--- src/rtl/lfo_ctrl_pkg.sv ---
// -----------------------------------------------------------------------------
// lfo_ctrl_pkg
// Shared types and constants for the LFO control decoder.
//   - ctrl_state_e : decoder FSM states (CHECK exists only when
//                    LFO_CTRL_CHECKSUM_EN is defined)
//   - ADDR_*       : register address map of the host protocol
//   - wave_type_e  : LFO wave select, shared with the LFO itself
//   - is_legal_addr / frame_checksum : protocol helper functions
// Optional build macro: LFO_CTRL_CHECKSUM_EN (adds a 4th XOR checksum byte).
// -----------------------------------------------------------------------------
package lfo_ctrl_pkg;

  typedef enum logic [2:0] {
    ST_IDLE    = 3'd0,
    ST_DATA_HI = 3'd1,
    ST_DATA_LO = 3'd2,
    ST_COMMIT  = 3'd3
`ifdef LFO_CTRL_CHECKSUM_EN
    ,
    ST_CHECK   = 3'd4
`endif
  } ctrl_state_e;

  localparam logic [7:0] ADDR_FREQ = 8'h01;
  localparam logic [7:0] ADDR_AMP  = 8'h02;
  localparam logic [7:0] ADDR_WAVE = 8'h03;
  localparam logic [7:0] ADDR_BOTH = 8'h04;

  typedef enum logic [1:0] {
    SINE     = 2'd0,
    SQUARE   = 2'd1,
    TRIANGLE = 2'd2,
    SAW      = 2'd3
  } wave_type_e;

  // True for the four addresses the decoder accepts.
  function automatic logic is_legal_addr(input logic [7:0] addr);
    logic legal;
    case (addr)
      ADDR_FREQ, ADDR_AMP, ADDR_WAVE, ADDR_BOTH: legal = 1'b1;
      default:                                   legal = 1'b0;
    endcase
    return legal;
  endfunction

  // Frame checksum byte: XOR of address, data MSB and data LSB.
  function automatic logic [7:0] frame_checksum(input logic [7:0] addr,
                                                input logic [7:0] msb,
                                                input logic [7:0] lsb);
    return addr ^ msb ^ lsb;
  endfunction

endpackage

--- src/rtl/lfo_ctrl_timeout.sv ---
// -----------------------------------------------------------------------------
// lfo_ctrl_timeout
// Inter-byte idle counter for the LFO control decoder.
// Ports:
//   i_clock    : system clock
//   i_reset    : synchronous active-high reset (counter -> 0)
//   i_clear    : clear counter (has priority over i_enable)
//   i_enable   : count one per clock while high
//   o_terminal : high while enabled and count == TIMEOUT_CYCLES-1
// -----------------------------------------------------------------------------
module lfo_ctrl_timeout #(
  parameter int TIMEOUT_CYCLES = 25000000,
  parameter int CNT_WIDTH      = 25
) (
  input  logic i_clock,
  input  logic i_reset,
  input  logic i_clear,
  input  logic i_enable,
  output logic o_terminal
);

  localparam logic [CNT_WIDTH-1:0] TERMINAL_COUNT = CNT_WIDTH'(TIMEOUT_CYCLES - 1);
  localparam logic [CNT_WIDTH-1:0] CNT_ONE        = CNT_WIDTH'(1);

  logic [CNT_WIDTH-1:0] cnt_q;
  logic [CNT_WIDTH-1:0] cnt_d;

  // Next count: clear wins over increment so an accepted byte always restarts.
  always_comb begin
    cnt_d = cnt_q;
    if (i_clear) begin
      cnt_d = '0;
    end else if (i_enable) begin
      cnt_d = cnt_q + CNT_ONE;
    end else begin
      cnt_d = cnt_q;
    end
  end

  // Counter register with synchronous reset.
  always_ff @(posedge i_clock) begin
    if (i_reset) begin
      cnt_q <= '0;
    end else begin
      cnt_q <= cnt_d;
    end
  end

  assign o_terminal = i_enable && (cnt_q == TERMINAL_COUNT);

endmodule

--- src/rtl/lfo_ctrl_decoder.sv ---
// -----------------------------------------------------------------------------
// lfo_ctrl_decoder
// Parses the host byte stream (address, data MSB, data LSB[, checksum]) into
// LFO register writes.
// Ports:
//   i_clock              : system clock (25 MHz)
//   i_reset              : synchronous active-high reset
//   i_rx_byte[7:0]       : received byte, valid with i_rx_valid
//   i_rx_valid           : one-cycle strobe per received byte
//   o_amplitude_freq_reg : write data to the LFO, held between writes
//   o_freq_en            : one-cycle frequency load strobe
//   o_amp_en             : one-cycle amplitude load strobe
//   o_wave_type_reg[1:0] : held wave select
//   o_busy               : a frame is in progress
//   o_err                : one-cycle pulse on bad address, timeout or checksum
// Optional build macro: LFO_CTRL_CHECKSUM_EN (4-byte frames with XOR check).
// All outputs are driven straight from flops.
// -----------------------------------------------------------------------------
module lfo_ctrl_decoder
  import lfo_ctrl_pkg::*;
#(
  parameter int DATA_WIDTH     = 16,
  parameter int TIMEOUT_CYCLES = 25000000,
  parameter int CNT_WIDTH      = 25
) (
  input  logic                  i_clock,
  input  logic                  i_reset,
  input  logic [7:0]            i_rx_byte,
  input  logic                  i_rx_valid,
  output logic [DATA_WIDTH-1:0] o_amplitude_freq_reg,
  output logic                  o_freq_en,
  output logic                  o_amp_en,
  output logic [1:0]            o_wave_type_reg,
  output logic                  o_busy,
  output logic                  o_err
);

  ctrl_state_e           state_q, state_d;
  logic [7:0]            addr_q, addr_d;
  logic [7:0]            msb_q, msb_d;
  logic [7:0]            lsb_q, lsb_d;
  logic [DATA_WIDTH-1:0] data_q, data_d;
  wave_type_e            wave_q, wave_d;
  logic                  freq_en_q, freq_en_d;
  logic                  amp_en_q, amp_en_d;
  logic                  err_q, err_d;
  logic                  busy_q, busy_d;

  logic                  accept_s;
  logic                  waiting_s;
  logic                  timeout_s;

  // The counter only runs while a frame is waiting for its next byte.
`ifdef LFO_CTRL_CHECKSUM_EN
  assign waiting_s = (state_q == ST_DATA_HI) || (state_q == ST_DATA_LO) ||
                     (state_q == ST_CHECK);
`else
  assign waiting_s = (state_q == ST_DATA_HI) || (state_q == ST_DATA_LO);
`endif

  lfo_ctrl_timeout #(
    .TIMEOUT_CYCLES (TIMEOUT_CYCLES),
    .CNT_WIDTH      (CNT_WIDTH)
  ) u_timeout (
    .i_clock    (i_clock),
    .i_reset    (i_reset),
    .i_clear    (accept_s || !waiting_s),
    .i_enable   (waiting_s),
    .o_terminal (timeout_s)
  );

  // Next-state and output decode; a valid byte always takes priority over
  // the timeout terminal count.
  always_comb begin
    state_d   = state_q;
    addr_d    = addr_q;
    msb_d     = msb_q;
    lsb_d     = lsb_q;
    data_d    = data_q;
    wave_d    = wave_q;
    freq_en_d = 1'b0;
    amp_en_d  = 1'b0;
    err_d     = 1'b0;
    accept_s  = 1'b0;

    case (state_q)
      ST_IDLE: begin
        if (i_rx_valid) begin
          if (is_legal_addr(i_rx_byte)) begin
            addr_d   = i_rx_byte;
            accept_s = 1'b1;
            state_d  = ST_DATA_HI;
          end else begin
            err_d = 1'b1;
          end
        end else begin
          state_d = ST_IDLE;
        end
      end

      ST_DATA_HI: begin
        if (i_rx_valid) begin
          msb_d    = i_rx_byte;
          accept_s = 1'b1;
          state_d  = ST_DATA_LO;
        end else if (timeout_s) begin
          err_d   = 1'b1;
          state_d = ST_IDLE;
        end else begin
          state_d = ST_DATA_HI;
        end
      end

      ST_DATA_LO: begin
        if (i_rx_valid) begin
          lsb_d    = i_rx_byte;
          accept_s = 1'b1;
`ifdef LFO_CTRL_CHECKSUM_EN
          state_d  = ST_CHECK;
`else
          state_d  = ST_COMMIT;
`endif
        end else if (timeout_s) begin
          err_d   = 1'b1;
          state_d = ST_IDLE;
        end else begin
          state_d = ST_DATA_LO;
        end
      end

`ifdef LFO_CTRL_CHECKSUM_EN
      ST_CHECK: begin
        if (i_rx_valid) begin
          accept_s = 1'b1;
          if (i_rx_byte == frame_checksum(addr_q, msb_q, lsb_q)) begin
            state_d = ST_COMMIT;
          end else begin
            err_d   = 1'b1;
            state_d = ST_IDLE;
          end
        end else if (timeout_s) begin
          err_d   = 1'b1;
          state_d = ST_IDLE;
        end else begin
          state_d = ST_CHECK;
        end
      end
`endif

      ST_COMMIT: begin
        // Data and strobe land on the same edge; bytes arriving here are dropped.
        state_d = ST_IDLE;
        case (addr_q)
          ADDR_FREQ: begin
            data_d    = {msb_q, lsb_q};
            freq_en_d = 1'b1;
          end
          ADDR_AMP: begin
            data_d   = {msb_q, lsb_q};
            amp_en_d = 1'b1;
          end
          ADDR_BOTH: begin
            data_d    = {msb_q, lsb_q};
            freq_en_d = 1'b1;
            amp_en_d  = 1'b1;
          end
          ADDR_WAVE: begin
            wave_d = wave_type_e'(lsb_q[1:0]);
          end
          default: begin
            data_d = data_q;
          end
        endcase
      end

      default: begin
        state_d = ST_IDLE;
      end
    endcase

    busy_d = (state_d != ST_IDLE);
  end

  // State and output registers with synchronous reset.
  always_ff @(posedge i_clock) begin
    if (i_reset) begin
      state_q   <= ST_IDLE;
      addr_q    <= 8'h00;
      msb_q     <= 8'h00;
      lsb_q     <= 8'h00;
      data_q    <= '0;
      wave_q    <= SINE;
      freq_en_q <= 1'b0;
      amp_en_q  <= 1'b0;
      err_q     <= 1'b0;
      busy_q    <= 1'b0;
    end else begin
      state_q   <= state_d;
      addr_q    <= addr_d;
      msb_q     <= msb_d;
      lsb_q     <= lsb_d;
      data_q    <= data_d;
      wave_q    <= wave_d;
      freq_en_q <= freq_en_d;
      amp_en_q  <= amp_en_d;
      err_q     <= err_d;
      busy_q    <= busy_d;
    end
  end

  assign o_amplitude_freq_reg = data_q;
  assign o_freq_en            = freq_en_q;
  assign o_amp_en             = amp_en_q;
  assign o_wave_type_reg      = wave_q;
  assign o_busy               = busy_q;
  assign o_err                = err_q;

endmodule

--- config.mk ---
export PLATFORM = sky130hd
export DESIGN_NAME = lfo_ctrl_decoder
export DESIGN_NICKNAME = d
export VERILOG_FILES = /design/src/rtl/lfo_ctrl_pkg.sv /design/src/rtl/lfo_ctrl_timeout.sv /design/src/rtl/lfo_ctrl_decoder.sv
export SDC_FILE = /design/constraint.sdc
export NUM_CORES = 1
export LEC_CHECK = 0
export CORE_MARGIN = 2
export CORE_UTILIZATION = 37
export CTS_BUF_LIST = sky130_fd_sc_hd__clkbuf_2 sky130_fd_sc_hd__clkbuf_4 sky130_fd_sc_hd__clkbuf_8
export DETAILED_ROUTE_END_ITERATION = 12
export DONT_BUFFER_PORTS = 1
export PLACE_DENSITY_LB_ADDON = 0.2
export SYNTH_ARGS = -nofsm -noshare
export SYNTH_HDL_FRONTEND = slang
export SYNTH_SLANG_ARGS = --single-unit
--- constraint.sdc ---
create_clock -name i_clock -period 1.8 [get_ports i_clock]
set_input_delay 0 -clock i_clock [delete_from_list [all_inputs] [get_ports i_clock]]
set_output_delay 0 -clock i_clock [all_outputs]
set_load 0.02 [all_outputs]
## Word-level counts from Yosys, hierarchy flattened

Cells that the tools add are included.

- Latch bits: 0
- Word-level logic and storage cells: 64
- Bits in read-only memories: 0
- Memories: 0
- Bits in writable memories: 0
- Output and inout bits: 22
- Register bits after elaboration: 74

- Divide/modulo/power cells: 0
- Order comparisons: 0
- Eq/ne operators: 12
- Bitwise operators: 1
- Multiply operators: 0
- Muxes and demuxes: 21
- Add/sub/neg operators: 1
- Shift operators: 0
- Reduce and logical (&&, ||, !) cells: 18

Operator list:

| operator | number |
|---|---|
| 8-bit by 2-bit equality test with 1-bit output, second input constant | 4 |
| 25-bit by 1-bit adder with 25-bit output, second input constant | 1 |
| 25-bit equality test, second input constant | 1 |
| 8-bit by 1-bit equality test with 1-bit output, second input constant | 2 |
| 8-bit by 3-bit equality test with 1-bit output, second input constant | 2 |
| 1-bit 2-to-1 mux | 13 |
| 2-bit OR reduction | 5 |
| 3-bit one-hot mux with 3 select lines | 1 |
| 2-bit AND reduction | 4 |
| 3-bit by 2-bit equality test with 1-bit output, second input constant | 2 |
| 2-bit 2-to-1 mux | 3 |
| 3-bit 2-to-1 mux | 2 |
| 1-bit one-hot mux with 2 select lines | 2 |
| 4-bit OR reduction | 1 |
| 3-bit by 1-bit equality test with 1-bit output, second input constant | 1 |
| 3-bit logical NOT | 1 |
| 3-bit AND reduction | 1 |
| 3-bit nonzero test | 1 |
| 3-bit OR reduction | 1 |
| 1-bit logical OR | 2 |
| 1-bit logical AND | 1 |
| 1-bit logical NOT | 1 |
| 1-bit inverter | 1 |

## Depth between registers and ports, before layout

Gate-level depths: netlist (run 1).

- Word-level depth: 10
- Depth in mapped cells: 7
- Gate-level depth less buffers: 5

## Modules after synthesis

Synthesis (run 1) repeated with hierarchy kept, for this count alone.

- Cell total of the unflattened synthesis: 330
- Area total of the unflattened synthesis: 3201.8 µm²

Modules (own cells, without submodules):

| module | area each (µm²) | sequential area each (µm²) | cells each | instances |
|---|---|---|---|---|
| lfo_ctrl_decoder | 1986.9 | 980.9 | 194 | 1 |
| lfo_ctrl_timeout | 1214.9 | 500.5 | 136 | 1 |

## Worst setup path after synthesis (run 1)

OpenSTA, ideal clock, no wires.

- Kind: register to register
- Start point: register state_q[0]
- End point: register addr_q[3]
- Cell stages (with the launch flop): 6
- Data arrival time: 1.755 ns
- Data required time: 1.684 ns
- Setup time: 0.116 ns
- Period minus slack after synthesis: 1.871 ns
- Slack: -0.071 ns
- Cells stage by stage: dfxtp_1 > buf_4 > or4b_4 > a2111oi_4 > nor2_1 > and2_2

- Cells in the longest elaborated chain, start to end: 2

Ends and longest elaborated chain:

| item | RTL line | source |
|---|---|---|
| start, declared | lfo_ctrl_decoder.sv:38 | `ctrl_state_e state_q, state_d;` |
| start signal, assigned | lfo_ctrl_decoder.sv:198 | `state_q <= state_d;` |
| 3-bit logical NOT | lfo_ctrl_decoder.sv:86 | `case (state_q)` |
| 3-bit AND reduction (no source line) | n/a |  |
| end signal, assigned | lfo_ctrl_decoder.sv:199 | `addr_q <= addr_d;` |
| end, declared | lfo_ctrl_decoder.sv:39 | `logic [7:0] addr_q, addr_d;` |

No other way between the ends.
A chain may end at the register's enable or synchronous reset.

## Worst setup path in the final report (run 1)

- Start point: register u_timeout.cnt_q[8]
- End point: register u_timeout.cnt_q[13]

- Cells in the longest elaborated chain, start to end: 1

Ends and longest elaborated chain:

| item | RTL line | source |
|---|---|---|
| start, declared | lfo_ctrl_timeout.sv:25 | `logic [CNT_WIDTH-1:0] cnt_q;` |
| start signal, assigned | lfo_ctrl_timeout.sv:45 | `cnt_q <= cnt_d;` |
| 25-bit by 1-bit adder with 25-bit output | lfo_ctrl_timeout.sv:34 | `cnt_d = cnt_q + CNT_ONE;` |

No other way between the ends.

==> results of run 1 <==
[kinds of logic after synthesis]
kind of cell             Yosys count  synth area share
AO/OA/AOI/OAI                     59             0.112
adder cells (fa/ha/maj)            1           0.00393
XOR/XNOR                          13            0.0358
multiplexers                      30            0.0947
buffers and inverters             29            0.0365
other                              1           0.00118
flip-flops                        74             0.465
AND/OR/NAND/NOR                  147             0.251
[timing repair]
action                                  in CTS  in global routing
buffers inserted                             0                  0
endpoints found under the setup margin      10                 31
hold buffers                                11                  0
resized for setup                            2                 22
hold endpoints to repair                    48                  0
pin swaps                                    0                  4
[final cells by class]
type	instances	area, µm²
clock buffer	9	124
clock inverter	7	85.1
fill	781	4420
inverter	8	30.0
multi-input combinational	251	1660
sequential	74	1490
tap	105	131
timing repair buffer	37	353
[per-layer routing]
layer	routed length, µm	track usage	part of all wire	vias to the layer above
met3	426	0.0592	0.058	11
met2	3370	0.257	0.46	72
met5	0	0	0	-
met1	3410	0.211	0.47	1235
met4	114	0.0455	0.016	0
li1	-	-	-	1326
[worst paths after layout]
path / startpoint / to / slack (ns) / cells after the start
setup reg to reg: u_timeout.cnt_q[8] / u_timeout.cnt_q[13] / 0.05 / 5
hold reg to reg: addr_q[7] / addr_q[7] / 0.47 / 1
hold / removal: i_rx_byte[7] / addr_q[2] / 0.04 / 4
setup / recovery: u_timeout.cnt_q[8] / u_timeout.cnt_q[13] / 0.05 / 5
[synthesized netlist by cell type, drive strengths merged, types with 4 or more instances]
| master | count | area (µm²) |
|---|---|---|
| nor3 | 8 | 50.1 |
| nand2 | 18 | 67.6 |
| o21ai | 20 | 100 |
| and2 | 6 | 40.0 |
| nand2b | 4 | 25.0 |
| inv | 8 | 30.0 |
| mux2i | 29 | 290 |
| dfxtp | 74 | 1480 |
| xnor2 | 8 | 70.1 |
| nor2 | 37 | 139 |
| nand3 | 23 | 115 |
| nand4 | 5 | 31.3 |
| or3 | 11 | 68.8 |
| o31ai | 8 | 60.1 |
| nor4 | 14 | 87.6 |
| or4 | 7 | 52.6 |
| buf | 4 | 22.5 |
| xor2 | 5 | 43.8 |
| clkbuf | 17 | 63.8 |
| a21oi | 24 | 120 |
[power by group through the flow]
| stage | Clock [mW] | Combinational [mW] | Sequential, mW |
|---|---|---|---|
| floorplan | 0 | 0.0370 | 1.68 |
| global placement | 0 | 0.0286 | 1.68 |
| detailed placement | 0 | 0.0291 | 1.68 |
| CTS | 1.40 | 0.0754 | 1.64 |
| global route | 1.47 | 0.0824 | 1.64 |
| finish | 1.36 | 0.0757 | 1.64 |
[worst max-delay path, stage by stage (launching register included)]
cell and delay [ns]:
dfxtp_1 0.33, nand4_1 0.13, or3_4 0.42, buf_12 0.16, or4_1 0.50, a21oi_1 0.14
==> key figures, run 1 <==
Run status
  – Status: complete, no violations

STA
  – Ratio of final minimum period to clock period: 0.974
  – Hold slack: 0.0375 ns
  – Slew @ Worst Pin: 0.528 ns
  – Post-route setup slack: 0.0475 ns
  – Final setup TNS: 0 ns
  – RSZ-0062 raised after global routing: yes
  – Fmax: 571 MHz
  – Slew HR: 0.643
  – Max Slew Vio Count: 0
  – Final Skew: 0.0128 ns
  – Setup violators final: 0
  – Hold Vio Cnt, Final: 0
  – Min Tclk post-route: 1.75 ns

Power and ir drop
  – Combinational Power Share: 0.025
  – Leak: 1.22 nW
  – Clock power frac: 0.442
  – VDD IR-drop max: 377 µV
  – Switching share of total power: 0.241
  – Switch Pwr: 0.742 mW
  – Power share of the sequential group: 0.533
  – Internal power: 2.34 mW
  – Pwr/cell area: 794 nW/µm²
  – Total chip power: 3.08 mW

Yosys
  – EDFF count, synth: 0
  – Yosys reg bits: 74
  – Async S/R FF share, synth: 0
  – Ys Warns: 0
  – Unique cell type count in the Yosys netlist: 42
  – Synth Area per Inst: 9.00 µm²
  – Cells after synthesis: 354
  – Post-synthesis sequential area ratio: 0.465
  – Synth Flop Type: dfxtp_1
  – Synth Net Count: 366
  – Post-Syn Area: 3180 µm²

Global route
  – Largest net degree at the start of global routing: 46
  – Initial antenna violation count: 0
  – Total GRT Usage: 0.163
  – First-pass GRT wire length: 12.6 mm
  – Number of global-route vias before repair: 2,538
  – Total grt overflow: 0

Floorplanning
  – Die Area: 9360 µm²
  – Die Y: 96.8 µm
  – Die width: 96.8 µm
  – Number of cell rows: 33
  – Top Ports: 33
  – Initial Utilization: 0.384
  – Core box area: 8300 µm²

Layout
  – Max reg flops: 25
  – Area Overhead vs Synth: 21.8%
  – Final instance area: 3880 µm²
  – Final net count: 393
  – Final Util: 0.467
  – Share of layout cells above drive strength 1: 0.187
  – Most frequent cells in the layout: dfxtp_1 (67), nor2_1 (37), mux2i_1 (28)
  – Antenna Cells: 0
  – Cell Count, Final, Fillers Out: 491
  – Commonest non-fill, non-tap cell in the layout: dfxtp_1

Detailed routing
  – Number of vias per cell: 5.38
  – Total iterations of the first detailed-routing run: 4
  – Initial DRC count: 153
  – Number of remaining DRC errors: 0
  – Post-DRT Antenna Nets: 0
  – Drt total wl: 7.32 mm
  – Via count: 2,644
  – Drt wl/cell: 14.9 µm

Worst setup path
  – Worst EP arrival: 2.04 ns
  – Crit start category: register
  – WS Path Type: register to register
  – Crit end category: register
  – Critical Path Fanout Max: 21
  – Worst path required time: 2.09 ns

Placement
  – Buffers on Ports: 0
  – Area of placed instances: 3460 µm²
  – Place WS: -0.0244 ns
  – HPWL Detailed: 4.63 mm
  – Gpl congestion: 0.807
  – Dpl cells: 464

Clock network
  – Root Driver: clkbuf_8
  – CTS tree: built
  – Worst skew pair latency: 0.36 ns
  – H-tree depth: 3
  – Clock Sinks: 74
  – Clock Tree Buf Depth: 2
  – TritonCTS Buffers: 9
  – Clock slew at reported path FFs: 0.08 ns

Worst hold path
  – Tightest Hold Check Type: primary input to register

Job
  – MaxCap Viol Count: 0
Power figures use the tool's default switching activity.
==> run 2, diff against run 1 <==
--- a/config.mk
+++ b/config.mk
@@ -5,6 +5,7 @@
 export SDC_FILE = /design/constraint.sdc
 export NUM_CORES = 1
 export LEC_CHECK = 0
+export ABC_AREA = 1
 export CORE_MARGIN = 2
 export CORE_UTILIZATION = 37
 export CTS_BUF_LIST = sky130_fd_sc_hd__clkbuf_2 sky130_fd_sc_hd__clkbuf_4 sky130_fd_sc_hd__clkbuf_8
==> key figures, run 2 <==
Yosys
  – Yosys top cell by area: dfxtp_1
  – XOR/XNOR Fraction of Synth Area: 0.0133 (-0.0225)
  – Post-synthesis sequential area ratio: 0.449 (-0.0164)
  – Count leader, synth: nand2_1
  – Synth Flop Type: dfxtp_1
  – Mux contribution to synthesized area: 0 (-0.0947)
  – Yosys top cell area share: 0.449 (-0.0164)
  – Async S/R FF share, synth: 0 (unchanged)
  – Cells after synthesis: 465 (+31%)
  – Synth Area in Compound Gates: 0.128 (+0.0165)
  – Post-Syn Area: 3300 µm² (+3.7%)
  – Largest family of logic cells by synthesized area: simple AND/OR/NAND/NOR gates
  – Simple logic cell fraction of the synthesized area: 0.311 (+0.0598)
  – Most instantiated cells after synthesis: nand2_1 (81), dfxtp_1 (74), inv_1 (60), nor2_1 (59), a21oi_1 (52)
  – Synth Net Count: 477 (+30%)
  – EDFF count, synth: 0 (unchanged)
  – Synth Area per Inst: 7.10 µm² (-21%)
  – Yosys reg bits: 74 (unchanged)
  – Ys Warns: 0 (unchanged)
  – Unique cell type count in the Yosys netlist: 32 (-24%)
  – Synth Area in Adders: 0.00379 (-0.000139)
  – Top post-synthesis cells by area: dfxtp_1 (45%), nand2_1 (9.2%), a21oi_1 (7.9%), inv_1 (6.8%), nand3_1 (6.8%)

Worst setup path
  – Worst reg2reg path startpoint: state_q[1]
  – Worst Setup SP: i_reset
  – WS Path Type: primary input to register
  – Critical Path Fanout Max: 36 (+71%)
  – Cell depth of the worst flop-to-flop path: 6 (+1)
  – Crit start category: primary input
  – Worst setup endpoint: msb_q[2]
  – Worst path required time: 2.03 ns (-0.06 ns)
  – Worst EP arrival: 1.87 ns (-0.17 ns)
  – Reg2reg end: msb_q[2]
  – Reg2Reg Setup Slack: 0.17 ns (+0.12 ns)
  – Crit end category: register

STA
  – Min Tclk post-route: 1.64 ns (-0.108 ns)
  – Ratio of final minimum period to clock period: 0.913 (-0.0603)
  – Hold slack: 0.0177 ns (-0.0197 ns)
  – Final setup TNS: 0 ns (unchanged)
  – Final Skew: 0.0103 ns (-0.00250 ns)
  – Fmax: 608 MHz (+6.6%)
  – RSZ-0062 raised after global routing: no
  – Max Slew Vio Count: 0 (unchanged)
  – Hold Vio Cnt, Final: 0 (unchanged)
  – Setup violators final: 0 (unchanged)

Clock network
  – Clock slew at reported path FFs: 0.09 ns (about the same)
  – TritonCTS Buffers: 9 (unchanged)
  – Root Driver: clkbuf_8
  – Worst skew pair latency: 0.34 ns (-0.02 ns)
  – Post-CTS Setup Bufs: 0 (unchanged)
  – CTS tree: built
  – Clock Sinks: 74 (unchanged)
  – H-tree depth: 3 (unchanged)
  – Clock Tree Buf Depth: 2 (unchanged)

Global route
  – First-pass GRT wire length: 12.5 mm (-0.45%)
  – Initial antenna violation count: 0 (unchanged)
  – Total grt overflow: 0 (unchanged)
  – Number of global-route vias before repair: 2,657 (+4.7%)
  – Total GRT Usage: 0.155 (-0.00814)
  – Largest net degree at the start of global routing: 37 (-20%)

Detailed routing
  – Routed wl met2: 3.37 mm (-0.12%)
  – Met1 Routed Length: 3.48 mm (+2.3%)
  – Via count: 2,874 (+8.7%)
  – Drt wl/cell: 12.2 µm (-18%)
  – Post-DRT Antenna Nets: 0 (unchanged)
  – Number of vias per cell: 4.85 (-9.8%)
  – Total iterations of the first detailed-routing run: 4 (unchanged)
  – Number of remaining DRC errors: 0 (unchanged)
  – Drt total wl: 7.23 mm (-1.3%)
  – Initial DRC count: 95 (-38%)
  – Top Metal Used: met4
  – DR WL met3: 264 µm (-38%)

Floorplanning
  – Die Y: 98.5 µm (+1.7%)
  – Die width: 98.5 µm (+1.7%)
  – Core box area: 8680 µm² (+4.6%)
  – Top Ports: 33 (unchanged)
  – Number of cell rows: 34 (+3.0%)
  – Initial Utilization: 0.380 (-0.00335)
  – Die Area: 9690 µm² (+3.5%)

Job
  – MaxCap Viol Count: 0 (unchanged)

Layout
  – Cell Count, Final, Fillers Out: 592 (+21%)
  – Final instance area: 3740 µm² (-3.5%)
  – Share of layout cells above drive strength 1: 0.0826 (-0.104)
  – Final net count: 491 (+25%)
  – Antenna Cells: 0 (unchanged)
  – Fillers: 912 (+17%)
  – Commonest non-fill, non-tap cell in the layout: nand2_1
  – Area Overhead vs Synth: 13.3%
  – Most frequent cells in the layout: nand2_1 (81), dfxtp_1 (74), inv_1 (60)
  – Max reg flops: 25 (unchanged)

Power and ir drop
  – Pwr/cell area: 806 nW/µm² (+1.5%)
  – VDD IR-drop max: 350 µV (-7.0%)
  – Total chip power: 3.02 mW (-2.1%)
  – Leak: 1.39 nW (+14%)

Worst hold path
  – Tightest Hold Check Type: primary input to register

Placement
  – Buffers on Ports: 0 (unchanged)
  – Dpl cells: 565 (+22%)
  – Area of placed instances: 3420 µm² (-1.1%)
  – Gpl congestion: 0.859 (+6.4%)
  – HPWL Detailed: 5.04 mm (+8.8%)

Run status
  – Status: complete, no violations
run 2: cell types whose count changed after synthesis, sizes merged, moves of 7 or more:
| cell | delta |
|---|---|
| xnor2 | -7 |
| inv | +55 |
| nor2 | +29 |
| or3 | -11 |
| mux2i | -29 |
| nor4 | -14 |
| nand2 | +66 |
| nand3 | +25 |
| a21oi | +28 |
| clkbuf | -12 |
| or4 | -7 |
| o31ai | -8 |
run 2: report_power, final:
group | internal [mW] | leakage [nW] | switching (mW) | total (mW)
Clock | 0.658 | 0.0959 | 0.638 | 1.30
Sequential | 1.64 | 0.596 | 0.00305 | 1.64
Combinational | 0.0322 | 0.696 | 0.0462 | 0.0784
Total | 2.33 | 1.39 | 0.687 | 3.02
run 2: layout make-up:
type                       instances  area (µm²)  area share
inverter                          64         244      0.0652
multi-input combinational        313        1510       0.403
clock buffer                      10         131      0.0351
clock inverter                     6        67.6      0.0181
tap                              108         135      0.0361
timing repair buffer              17         171      0.0458
sequential                        74        1480       0.396
run 2: per-layer routing:
| layer | vias to the layer above | GRT usage |
|---|---|---|
| met5 | - | 0 |
| met4 | 0 | 0.0453 |
| met3 | 11 | 0.0340 |
| met2 | 41 | 0.253 |
| met1 | 1292 | 0.208 |
| li1 | 1530 | - |
run 2: logic make-up after synthesis:
| family | count (synthesis) |
|---|---|
| flip-flops | 74 |
| other | 1 |
| buffers and inverters | 78 |
| XOR/XNOR | 5 |
| AO/OA/AOI/OAI | 82 |
| adder cells (fa/ha/maj) | 1 |
| AND/OR/NAND/NOR | 224 |
run 2: worst min-delay path by stage:
stage | from | endpoint | slack (ns) | cells past startpoint
CTS | i_rx_valid | o_err | 0.009 | 3
finish | i_rx_valid | o_err | 0.02 | 3
global placement | i_reset | o_err | 0.07 | 1
floorplan | i_reset | o_err | 0.07 | 1
detailed placement | i_reset | o_err | 0.07 | 1
global route | i_rx_valid | o_err | 0.02 | 3
run 2: worst max-delay path: stages:
cell           delay, ns
dlygate4sd3_1       0.65
clkinvlp_4          0.25
buf_6               0.24
o21ai_0             0.10
a21oi_1             0.06
dlygate4sd3_1       0.56
run 2: timing repair:
action                                  CTS  global route
hold buffers                             11             0
endpoints found under the hold margin    30             0
resized for setup                         0             2
endpoints found under the setup margin    0             1
run 2: metrics by stage:
| stage | utilization | setup slack [ns] |
|---|---|---|
| floorplan | - | 0.404 |
| CTS | 0.430 | 0.0898 |
| global placement | 0.394 | 0.315 |
| finish | 0.431 | 0.156 |
| detailed placement | 0.394 | 0.264 |
| global route | 0.431 | 0.0106 |
==> run 3, diff against run 2 <==
--- a/config.mk
+++ b/config.mk
@@ -11,7 +11,9 @@
 export CTS_BUF_LIST = sky130_fd_sc_hd__clkbuf_2 sky130_fd_sc_hd__clkbuf_4 sky130_fd_sc_hd__clkbuf_8
 export DETAILED_ROUTE_END_ITERATION = 12
 export DONT_BUFFER_PORTS = 1
+export HOLD_SLACK_MARGIN = 0.06
 export PLACE_DENSITY_LB_ADDON = 0.2
 export SYNTH_ARGS = -nofsm -noshare
 export SYNTH_HDL_FRONTEND = slang
+export SYNTH_HIERARCHICAL = 1
 export SYNTH_SLANG_ARGS = --single-unit
==> key figures, run 3 <==
Worst setup path
  – Worst reg2reg path startpoint: state_q[1]
  – Worst path required time: 2.04 ns (about the same)
  – Reg2reg end: u_timeout/cnt_q[24]
  – Crit start category: register
  – Reg2Reg Setup Slack: 0.12 ns (-0.05 ns)
  – WS Path Type: register to register
  – Critical Path Fanout Max: 9 (-75%)
  – Crit end category: register
  – Worst EP arrival: 1.92 ns (+0.05 ns)
  – Cell depth of the worst flop-to-flop path: 12 (+6)

Detailed routing
  – Via count: 2,949 (+2.6%)
  – Post-DRT Antenna Nets: 0 (unchanged)
  – Number of remaining DRC errors: 0 (unchanged)
  – Initial DRC count: 99 (+4.2%)
  – Total iterations of the first detailed-routing run: 4 (unchanged)
  – Number of vias per cell: 4.80 (-1.2%)
  – Drt total wl: 7.40 mm (+2.4%)
  – Drt wl/cell: 12.0 µm (-1.5%)

Global route
  – Largest net degree at the start of global routing: 38 (+2.7%)
  – Total grt overflow: 0 (unchanged)
  – Number of global-route vias before repair: 2,608 (-1.8%)
  – First-pass GRT wire length: 12.3 mm (-1.9%)
  – Initial antenna violation count: 0 (unchanged)
  – Total GRT Usage: 0.153 (-0.00225)

Worst hold path
  – Worst hold path startpoint: i_rx_byte[5]
  – Cell count of the worst hold path: 6 (+3)
  – Hold path endpoint: o_err
  – Tightest Hold Check Type: primary input to register

Layout
  – Fillers: 960 (+5.3%)
  – Final Util: 0.427 (-0.00429)
  – Antenna Cells: 0 (unchanged)
  – Most frequent cells in the layout: nand2_1 (93), nor2_1 (83), dfxtp_1 (73)
  – Commonest non-fill, non-tap cell in the layout: nand2_1
  – Final net count: 511 (+4.1%)
  – Area of the multi-input gates: 1640 µm² (+8.4%)
  – Cell Count, Final, Fillers Out: 615 (+3.9%)
  – Register area: 1480 µm² (about the same)
  – Area Overhead vs Synth: 13.6%
  – Final instance area: 3890 µm² (+3.9%)
  – Share of layout cells above drive strength 1: 0.117 (+0.0344)
  – Max reg flops: 25 (unchanged)

Yosys
  – Synth Net Count: 495 (+3.8%)
  – Synth Area per Inst: 7.08 µm² (-0.26%)
  – Cells after synthesis: 483 (+3.9%)
  – Synth Flop Type: dfxtp_1
  – Top post-synthesis cells by area: dfxtp_1 (43%), nand2_1 (10%), nor2_1 (9.3%), a21oi_1 (8.0%), inv_1 (5.8%)
  – Unique cell type count in the Yosys netlist: 28 (-13%)
  – Yosys top cell by area: dfxtp_1
  – Simple logic cell fraction of the synthesized area: 0.343 (+0.0320)
  – Most instantiated cells after synthesis: nand2_1 (94), nor2_1 (85), dfxtp_1 (74), a21oi_1 (55), inv_1 (53)
  – Post-synthesis sequential area ratio: 0.433 (-0.0156)
  – Yosys top cell area share: 0.433 (-0.0156)
  – Count leader, synth: nand2_1
  – Mux contribution to synthesized area: 0 (unchanged)
  – Yosys reg bits: 74 (unchanged)
  – Post-Syn Area: 3420 µm² (+3.6%)
  – XOR/XNOR Fraction of Synth Area: 0 (-0.0133)
  – EDFF count, synth: 0 (unchanged)
  – Synth Area in Compound Gates: 0.123 (-0.00519)
  – Largest family of logic cells by synthesized area: simple AND/OR/NAND/NOR gates
  – Synth Area in Adders: 0.00366 (-0.000132)
  – Async S/R FF share, synth: 0 (unchanged)
  – Ys Warns: 6 (+6)

Clock network
  – H-tree depth: 3 (unchanged)
  – Clock Tree Buf Depth: 2 (unchanged)
  – TritonCTS Buffers: 9 (unchanged)
  – Worst skew pair latency: 0.34 ns (about the same)
  – Clock Sinks: 74 (unchanged)
  – Root Driver: clkbuf_8
  – Clock slew at reported path FFs: 0.08 ns (about the same)
  – CTS tree: built

STA
  – Ratio of final minimum period to clock period: 0.932 (+0.0191)
  – Slew HR: 0.388
  – Fmax: 596 MHz (-2.0%)
  – Hold Vio Cnt, Final: 0 (unchanged)
  – Hold slack: 0.0612 ns (+0.0435 ns)
  – Final setup TNS: 0 ns (unchanged)
  – Max Slew Vio Count: 0 (unchanged)
  – Final Skew: 0.00798 ns (-0.00232 ns)
  – Post-route setup slack: 0.122 ns (-0.0344 ns)
  – Slew @ Worst Pin: 0.912 ns
  – Min Tclk post-route: 1.68 ns (+0.0344 ns)
  – Setup violators final: 0 (unchanged)

Job
  – MaxCap Viol Count: 0 (unchanged)

Placement
  – HPWL Detailed: 5.09 mm (+1.2%)
  – Buffers on Ports: 0 (unchanged)
  – Area of placed instances: 3550 µm² (+3.7%)
  – Gpl congestion: 0.848 (-1.3%)
  – Place WS: 0.102 ns (-0.162 ns)
  – Dpl cells: 589 (+4.2%)

Power and ir drop
  – Total chip power: 3.08 mW (+2.1%)
  – Leak: 1.49 nW (+7.2%)
  – Pwr/cell area: 792 nW/µm² (-1.7%)
  – VDD IR-drop max: 320 µV (-8.8%)

Floorplanning
  – Top Ports: 33 (unchanged)
  – Die Area: 10,000 µm² (+3.5%)
  – Core box area: 9110 µm² (+5.0%)
  – Number of cell rows: 35 (+2.9%)
  – Die width: 100 µm (+1.7%)
  – Initial Utilization: 0.375 (-0.00492)
  – Die Y: 100 µm (+1.7%)

Run status
  – Status: complete, no violations
run 3: cell types whose count changed in the layout (fill, tap and decap cells not counted), sizes merged, moves of 3 or more:
cell / change
nand4: -5
a21oi: +3
buf: +6
nand2: +19
nor2: +30
xor2: -4
nand3: -6
inv: -5
nor3: -9
run 3: report_power, final:
| group | total [mW] | leakage (nW) | internal [mW] | switching, mW |
|---|---|---|---|---|
| clock | 1.36 | 0.103 | 0.667 | 0.690 |
| sequential | 1.64 | 0.597 | 1.64 | 0.00341 |
| combinational | 0.0811 | 0.788 | 0.0333 | 0.0479 |
| total | 3.08 | 1.49 | 2.34 | 0.741 |
run 3: kinds of logic (layout without fill, tap and decap cells):
logic type | Yosys count | count (layout)
compound gates | 83 | 83
fa+ha+maj | 1 | 1
buf+inv | 72 | 93
flops | 74 | 74
other cells | 1 | 1
simple gates | 252 | 252
run 3: worst max-delay path, stage by stage (launching register included):
cell and delay (ns):
dfxtp_1 0.35, inv_1 0.07, nor2_4 0.11, nand2_1 0.09, nand2_2 0.10, buf_4 0.18, nand2_4 0.08, nor2_4 0.16
nand2_4 0.10, nor2_8 0.15, nand3_1 0.08, nand2_1 0.07, nor2_1 0.04
run 3: routing by layer:
metal / up-vias / track usage / part of all wire
met5: - / 0 / 0
met4: 0 / 0.0601 / 0.015
met3: 12 / 0.0341 / 0.045
met2: 46 / 0.237 / 0.46
met1: 1320 / 0.207 / 0.48
li1: 1571 / - / -
run 3: timing repair:
item / CTS / global route
hold buffers: 10 / 0
setup endpoints to repair: 0 / 19
hold endpoints to repair: 46 / 0
buffers inserted: 0 / 0
gates resized for setup: 0 / 8
run 3: cell type report:
type / count / share of cell area
multi-input cells: 337 / 0.421
flip-flops and latches: 74 / 0.382
clock inverters: 7 / 0.0216
repair buffers: 22 / 0.0554
clock buffers: 9 / 0.0319
inverters: 55 / 0.0531
well taps: 111 / 0.0357
run 3: worst max path at each step:
stage | endpoint | cells after the start | from | slack, ns
after floorplan | o_busy | 16 | state_q[1] | 0.24
after global placement | o_busy | 12 | u_timeout/cnt_q[0] | 0.11
after detailed placement | u_timeout/cnt_q[17] | 12 | state_q[1] | 0.10
after CTS | o_busy | 12 | u_timeout/cnt_q[0] | 0.09
after global routing | u_timeout/cnt_q[17] | 12 | state_q[1] | -0.04
final | u_timeout/cnt_q[24] | 12 | state_q[1] | 0.12
